## config.mk

```make
export PLATFORM = sky130hd
export DESIGN_NAME = uart_rx_fifo
export DESIGN_NICKNAME = d
export VERILOG_FILES = /design/src/rtl/uart_rx_fifo.sv
export SDC_FILE = /design/constraint.sdc
export NUM_CORES = 1
export LEC_CHECK = 0
export ABC_AREA = 1
export CAP_MARGIN = 10
export CORE_MARGIN = 2
export CORE_UTILIZATION = 25
export CTS_BUF_LIST = sky130_fd_sc_hd__clkbuf_8
export CTS_CLUSTER_SIZE = 24
export DETAILED_ROUTE_END_ITERATION = 7
export PLACE_DENSITY = 0.4
export SLEW_MARGIN = 20
export SYNTH_ARGS = -nofsm -noshare
export SYNTH_HDL_FRONTEND = slang
export SYNTH_SLANG_ARGS = --single-unit
```

## constraint.sdc

```tcl
create_clock -name clk -period 3 [get_ports clk]
set_input_delay 0.3 -clock clk [delete_from_list [all_inputs] [get_ports clk]]
set_output_delay 0.3 -clock clk [all_outputs]
set_load 0.02 [all_outputs]
```

## src/rtl/uart_rx_fifo.sv

```systemverilog
// uart_rx_fifo: oversampling UART receiver feeding a first-word fall-through FIFO.
//
// Parameters
//   DBIT    data bits per frame
//   SB_TICK oversample ticks in one stop bit
//   DVSR    clk cycles per oversample tick (16 ticks per bit)
//   ADDR_W  FIFO address width, depth = 2**ADDR_W
//
// Ports
//   clk        sole clock, rising edge
//   rst        asynchronous active-high reset
//   rx         asynchronous serial line, idle high
//   rd_uart    pop the FIFO head this cycle (ignored while empty)
//   rd_data    FIFO head byte, valid while rx_empty=0
//   rx_empty   FIFO holds no bytes
//   rx_full    FIFO holds 2**ADDR_W bytes
//   frame_err  one-cycle pulse after a frame whose stop bit sampled low
//   overrun    one-cycle pulse after a good byte was dropped on a full FIFO
module uart_rx_fifo #(
    parameter int DBIT    = 8,
    parameter int SB_TICK = 16,
    parameter int DVSR    = 27,
    parameter int ADDR_W  = 4
) (
    input  logic            clk,
    input  logic            rst,
    input  logic            rx,
    input  logic            rd_uart,
    output logic [DBIT-1:0] rd_data,
    output logic            rx_empty,
    output logic            rx_full,
    output logic            frame_err,
    output logic            overrun
);

    localparam int TW    = (DVSR > 1) ? $clog2(DVSR) : 1;
    localparam int NW    = (DBIT > 1) ? $clog2(DBIT) : 1;
    localparam int CW    = ADDR_W + 1;
    localparam int DEPTH = 1 << ADDR_W;

    localparam logic [TW-1:0] TICK_LAST = TW'(DVSR - 1);
    localparam logic [3:0]    S_MID     = 4'd7;
    localparam logic [3:0]    S_LAST    = 4'd15;
    localparam logic [3:0]    SB_LAST   = 4'(SB_TICK - 1);
    localparam logic [NW-1:0] N_LAST    = NW'(DBIT - 1);
    localparam logic [CW-1:0] CNT_FULL  = CW'(DEPTH);

    typedef enum logic [1:0] {
        IDLE  = 2'd0,
        START = 2'd1,
        DATA  = 2'd2,
        STOP  = 2'd3
    } state_t;

    state_t              state_q, state_d;
    logic [1:0]          sync_q, sync_d;
    logic [TW-1:0]       tick_cnt_q, tick_cnt_d;
    logic [3:0]          s_q, s_d;
    logic [NW-1:0]       n_q, n_d;
    logic [DBIT-1:0]     b_q, b_d;
    logic [ADDR_W-1:0]   wr_ptr_q, wr_ptr_d;
    logic [ADDR_W-1:0]   rd_ptr_q, rd_ptr_d;
    logic [CW-1:0]       count_q, count_d;
    logic                empty_q, empty_d;
    logic                full_q, full_d;
    logic                frame_err_q, frame_err_d;
    logic                overrun_q, overrun_d;
    logic [DBIT-1:0]     mem_q [DEPTH];

    logic rx_s;
    logic tick_s;
    logic done_s;
    logic ferr_s;
    logic rd_en_s;
    logic wr_en_s;

    // Tick generator, synchronizer shift and receive FSM next-state logic
    always_comb begin
        sync_d  = {sync_q[0], rx};
        rx_s    = sync_q[1];
        tick_s  = (tick_cnt_q == TICK_LAST);
        if (tick_s) begin
            tick_cnt_d = {TW{1'b0}};
        end else begin
            tick_cnt_d = tick_cnt_q + TW'(1);
        end

        state_d = state_q;
        s_d     = s_q;
        n_d     = n_q;
        b_d     = b_q;
        done_s  = 1'b0;
        ferr_s  = 1'b0;
        case (state_q)
            IDLE: begin
                if (!rx_s) begin
                    state_d = START;
                    s_d     = 4'd0;
                end else begin
                    state_d = IDLE;
                end
            end
            START: begin
                if (tick_s) begin
                    if (s_q == S_MID) begin
                        // Line must still be low at mid start bit, else it was a glitch
                        if (!rx_s) begin
                            state_d = DATA;
                            s_d     = 4'd0;
                            n_d     = {NW{1'b0}};
                        end else begin
                            state_d = IDLE;
                        end
                    end else begin
                        s_d = s_q + 4'd1;
                    end
                end else begin
                    s_d = s_q;
                end
            end
            DATA: begin
                if (tick_s) begin
                    if (s_q == S_LAST) begin
                        s_d = 4'd0;
                        // LSB arrives first, so shift in from the top
                        b_d = {rx_s, b_q[DBIT-1:1]};
                        if (n_q == N_LAST) begin
                            state_d = STOP;
                        end else begin
                            n_d = n_q + NW'(1);
                        end
                    end else begin
                        s_d = s_q + 4'd1;
                    end
                end else begin
                    s_d = s_q;
                end
            end
            STOP: begin
                if (tick_s) begin
                    if (s_q == SB_LAST) begin
                        state_d = IDLE;
                        if (rx_s) begin
                            done_s = 1'b1;
                        end else begin
                            ferr_s = 1'b1;
                        end
                    end else begin
                        s_d = s_q + 4'd1;
                    end
                end else begin
                    s_d = s_q;
                end
            end
            default: begin
                state_d = IDLE;
            end
        endcase
    end

    // FIFO pointer/occupancy next-state and status pulse logic
    always_comb begin
        rd_en_s = rd_uart && !empty_q;
        // A pop in the same cycle frees the slot, so a full FIFO can still accept
        wr_en_s = done_s && (!full_q || rd_en_s);

        if (wr_en_s) begin
            wr_ptr_d = wr_ptr_q + ADDR_W'(1);
        end else begin
            wr_ptr_d = wr_ptr_q;
        end
        if (rd_en_s) begin
            rd_ptr_d = rd_ptr_q + ADDR_W'(1);
        end else begin
            rd_ptr_d = rd_ptr_q;
        end

        case ({wr_en_s, rd_en_s})
            2'b10:   count_d = count_q + CW'(1);
            2'b01:   count_d = count_q - CW'(1);
            default: count_d = count_q;
        endcase

        empty_d     = (count_d == {CW{1'b0}});
        full_d      = (count_d == CNT_FULL);
        frame_err_d = ferr_s;
        overrun_d   = done_s && full_q && !rd_en_s;
    end

    // State registers with asynchronous reset
    always_ff @(posedge clk or posedge rst) begin
        if (rst) begin
            state_q     <= IDLE;
            sync_q      <= 2'b11;
            tick_cnt_q  <= {TW{1'b0}};
            s_q         <= 4'd0;
            n_q         <= {NW{1'b0}};
            b_q         <= {DBIT{1'b0}};
            wr_ptr_q    <= {ADDR_W{1'b0}};
            rd_ptr_q    <= {ADDR_W{1'b0}};
            count_q     <= {CW{1'b0}};
            empty_q     <= 1'b1;
            full_q      <= 1'b0;
            frame_err_q <= 1'b0;
            overrun_q   <= 1'b0;
        end else begin
            state_q     <= state_d;
            sync_q      <= sync_d;
            tick_cnt_q  <= tick_cnt_d;
            s_q         <= s_d;
            n_q         <= n_d;
            b_q         <= b_d;
            wr_ptr_q    <= wr_ptr_d;
            rd_ptr_q    <= rd_ptr_d;
            count_q     <= count_d;
            empty_q     <= empty_d;
            full_q      <= full_d;
            frame_err_q <= frame_err_d;
            overrun_q   <= overrun_d;
        end
    end

    // FIFO storage; contents are meaningless until written so no reset
    always_ff @(posedge clk) begin
        if (wr_en_s) begin
            mem_q[wr_ptr_q] <= b_q;
        end
    end

    assign rd_data   = mem_q[rd_ptr_q];
    assign rx_empty  = empty_q;
    assign rx_full   = full_q;
    assign frame_err = frame_err_q;
    assign overrun   = overrun_q;

endmodule

```

==> results.md <==
- DP Worst Slack: 0.142 ns
- CP bufs+invs: 2
- Drt via density: between 4 and 5
- Fmax: 353 MHz
- Row count: 62
- Die W: 174 um
- WHS: 0.190 ns
- Mapped Area: 7210 um^2
- CP Cell Sequence: buf_12 -> o21ai_0 -> o21ai_0 -> o211ai_1 -> nand2_1 -> clkdlybuf4s50_1
- Crit. Startpoint: rd_ptr_q[0]
- DP Wirelength: between 10000 and 15000 um
- Share of layout cells above drive strength 1: between 10% and 20%
- Worst setup margin: 0.168 ns
- Syn avg cell area: 11.3 um^2
- I/O pins: 16
- Synth cell types: 34
- Diodes inserted: 0
- Xor-xnor portion of the synthesized cell area: 1.09%
- Post-synthesis mux area share: 0.156%
- Setup TNS Final: 0 ns
- Peak supply drop: 0.445 mV
- Status: completed
- Final Hold Fails: 0
- Initial antenna violation count: 0
- Reg area: 4870 um^2
- Clock skew: 0.00830 ns
- Pre-antenna DRT Iters: 5
- Multi-input gate area: 2060 um^2
- Number of remaining DRC errors: 0
- Max Cap Viol: 0
- Largest net degree at the start of global routing: 68
- Dominant combinational cell family by area after synthesis: simple AND/OR/NAND/NOR gates
- Initial detailed-routing violation count: 336
- Yosys warns: 0
- Via count: between 4000 and 5000
- Clock buffer count from CTS: 17
- Commonest non-fill, non-tap cells in the layout: nor2_1 (132), edfxtp_1 (128), o21ai_0 (78)
- Top sig layer: met4
- Power per cell area: 792 nW/um^2
- Die height: ~170 um
- DIE AREA: 30200 um^2
- RSZ-0062 raised after global routing: false
- Utilization after layout: between 20% and 30%
- Post-Syn Instances: 637
- Pleak: 3.46 nW
- H-tree Lvls: 4
- CTS Root Cell: clkbuf_8
- Post-route ant nets: 0
- Port Buffers: 15
- Post-Synth Adder-Cell Area: about 2.3%
- Most common cell on crit path: o21ai_0
- Syn_nets: between 600 and 700
- Vias in the first global route: 4798
- WL/cell: 16.1 um
- Area grow syn2layout: 16.2%
- Final wirelength: approximately 17000 um
- Max-slew violations: 0
- Hold Crit Class: in -> async
- Sequential share of the synthesized area: 67.6%
- Critical Path End Type: output pin
- CP max FO: 67
- Worst stage delay on the critical path: 0.62 ns
- Crit path DAT: between 2 and 3 ns
- Reg2Reg Setup Slack: a little under 0.3 ns
- Finished Layout Cells: ~1100
- Final Setup Violations: 0
- Fillers: 3029
- Worst-Skew Late Latency: 0.46 ns
- Post-route minimum period: 2.83 ns
- Met3 routed WL: 461 um
- Core area: 28500 um^2
- Placed Cells: 1037
- Critical Path Slowest Stage Cell: clkdlybuf4s50_1
- Critical path class: reg -> out
- Synth Area in Compound Gates: under 10%
- M1 WL: 8240 um
- Grt total ovfl: 0
- Met2 Wirelength: 8260 um
- Final period util: 94.4%
- CTS Buffer Depth: 2
- CP top delay family: buffers and inverters
- Commonest non-fill, non-tap cell in the layout: nor2_1
- Simple-Gate Fraction of Synth Area: 15.4%
- CTS tree: built
- Crit Reg-Reg Startpoint: s_q[0]
- Clock Sink Count: 169
- Fin nets: 692
- Worst Path Required: 2.70 ns
- Starting Density: 25.2%
- Rel. slew slack: 46.0%
- Gr usage total: between 10% and 20%
- Clock-pin slew on the worst setup and hold paths: around 0.090 ns
- First-pass GRT wire length: 27500 um
- Least-Margin Pin Slew: 0.810 ns
- Worst setup SP type: flip-flop
- Synth Register Bits: 169
- Final GP Congestion: 0.777
==> power by group <==
group / leakage [nW] / total [W] / switching [W] / internal [W]
combinational: 1.27 / 0.00235 / 0.00151 / 0.000839
clock: 0.192 / 0.00162 / 0.000875 / 0.000741
sequential: 2.00 / 0.00266 / 0.0000962 / 0.00257
==> routing by layer <==
| layer | vias up | global-route usage [%] |
|---|---|---|
| met4 | 0 | 4.03 |
| met1 | 2289 | 16.3 |
| li1 | 2285 | - |
| met5 | - | 0 |
| met2 | 69 | 19.3 |
| met3 | 14 | 2.15 |
==> kinds of logic (layout without fill, tap and decap cells) <==
family,after synthesis,in the layout
AND/OR/NAND/NOR,258,258
adder cells (fa/ha/maj),13,13
XOR/XNOR,9,9
multiplexers,1,1
flip-flops,169,169
buffers and inverters,66,117
AO/OA/AOI/OAI,121,121
==> timing repair <==
action                     in CTS  in global routing
buffers inserted                0                  3
setup endpoints to repair       2                  4
hold buffers                    0                  0
resized for setup               2                  3
==> Yosys cell counts <==
| master | count | area share (%) |
|---|---|---|
| nand3_4 | 1 | 0.24 |
| nand3_2 | 1 | 0.14 |
| nand3_1 | 33 | 2.3 |
| edfxtp_1 | 128 | 53 |
| inv_6 | 1 | 0.12 |
| nor2_1 | 132 | 6.9 |
| nor4_1 | 1 | 0.087 |
| buf_2 | 7 | 0.49 |
| nor2_2 | 1 | 0.087 |
| buf_1 | 1 | 0.052 |
| nand4_1 | 4 | 0.35 |
| nand4_4 | 1 | 0.30 |
| nand2_4 | 3 | 0.47 |
| clkbuf_1 | 13 | 0.68 |
| xor2_1 | 8 | 0.97 |
| dfrtp_1 | 38 | 13 |
| o211ai_1 | 33 | 3.4 |
| clkinv_1 | 1 | 0.052 |
| ha_1 | 13 | 2.3 |
| o21ai_0 | 78 | 5.4 |
| buf_4 | 4 | 0.42 |
| a21oi_1 | 6 | 0.42 |
| nand2_1 | 76 | 4.0 |
| o22ai_1 | 1 | 0.087 |
| xnor2_1 | 1 | 0.12 |
| dfstp_2 | 3 | 1.1 |
| inv_2 | 6 | 0.31 |
| o21ai_1 | 2 | 0.14 |
| inv_1 | 33 | 1.7 |
| or2_1 | 1 | 0.087 |
| a21oi_2 | 1 | 0.12 |
| mux2_2 | 1 | 0.16 |
| nor2_4 | 3 | 0.47 |
| nand2_2 | 1 | 0.087 |
==> metrics by stage <==
step	instance area (um^2)	total power (W)
after global placement	7960	0.00512
after global routing	8370	0.00709
after floorplan	7210	0.00422
after detailed placement	7960	0.00512
final	8370	0.00663
after CTS	8340	0.00675
==> path summary, 6_finish.rpt <==
| check | to | cells after the start |
|---|---|---|
| setup reg to reg | rx_full | 17 |
| hold reg to reg | sync_q[1] | 0 |
| setup / recovery | rd_data[0] | 6 |
| hold / removal | count_q[3] | 2 |
| max in group asynchronous | rd_ptr_q[1] | 3 |
| min in group clk | sync_q[0] | 1 |
==> sequential cells by signal (all words and copies together) (netlist names), named ones only <==
| register | flops |
|---|---|
| b_q | 8 |
| count_q | 5 |
| frame_err | 1 |
| mem_q | 128 |
| n_q | 3 |
| overrun | 1 |
| rd_ptr_q | 4 |
| rx_empty | 1 |
| rx_full | 1 |
| s_q | 4 |
| state_q | 1 |
| sync_q | 2 |
| tick_cnt_q | 5 |
| wr_ptr_q | 4 |
==> worst reg2reg max path: cells and delay by family, from the launching register on <==
family / cells / cell delay [ns]
adders and majority gates: 3 / 0.71
buffers and inverters: 2 / 0.15
and+or+nand+nor: 12 / 1.40
DFF: 1 / 0.40
==> area by class of cell <==
| cell class | instances | share of cell area [%] |
|---|---|---|
| clock inverters | 15 | 1.82 |
| multi-input cells | 402 | 24.6 |
| inverters | 41 | 1.93 |
| repair buffers | 44 | 4.89 |
| flip-flops and latches | 169 | 58.2 |
| clock buffers | 17 | 2.79 |
| well taps | 384 | 5.74 |
Power figures use the tool's default switching activity.
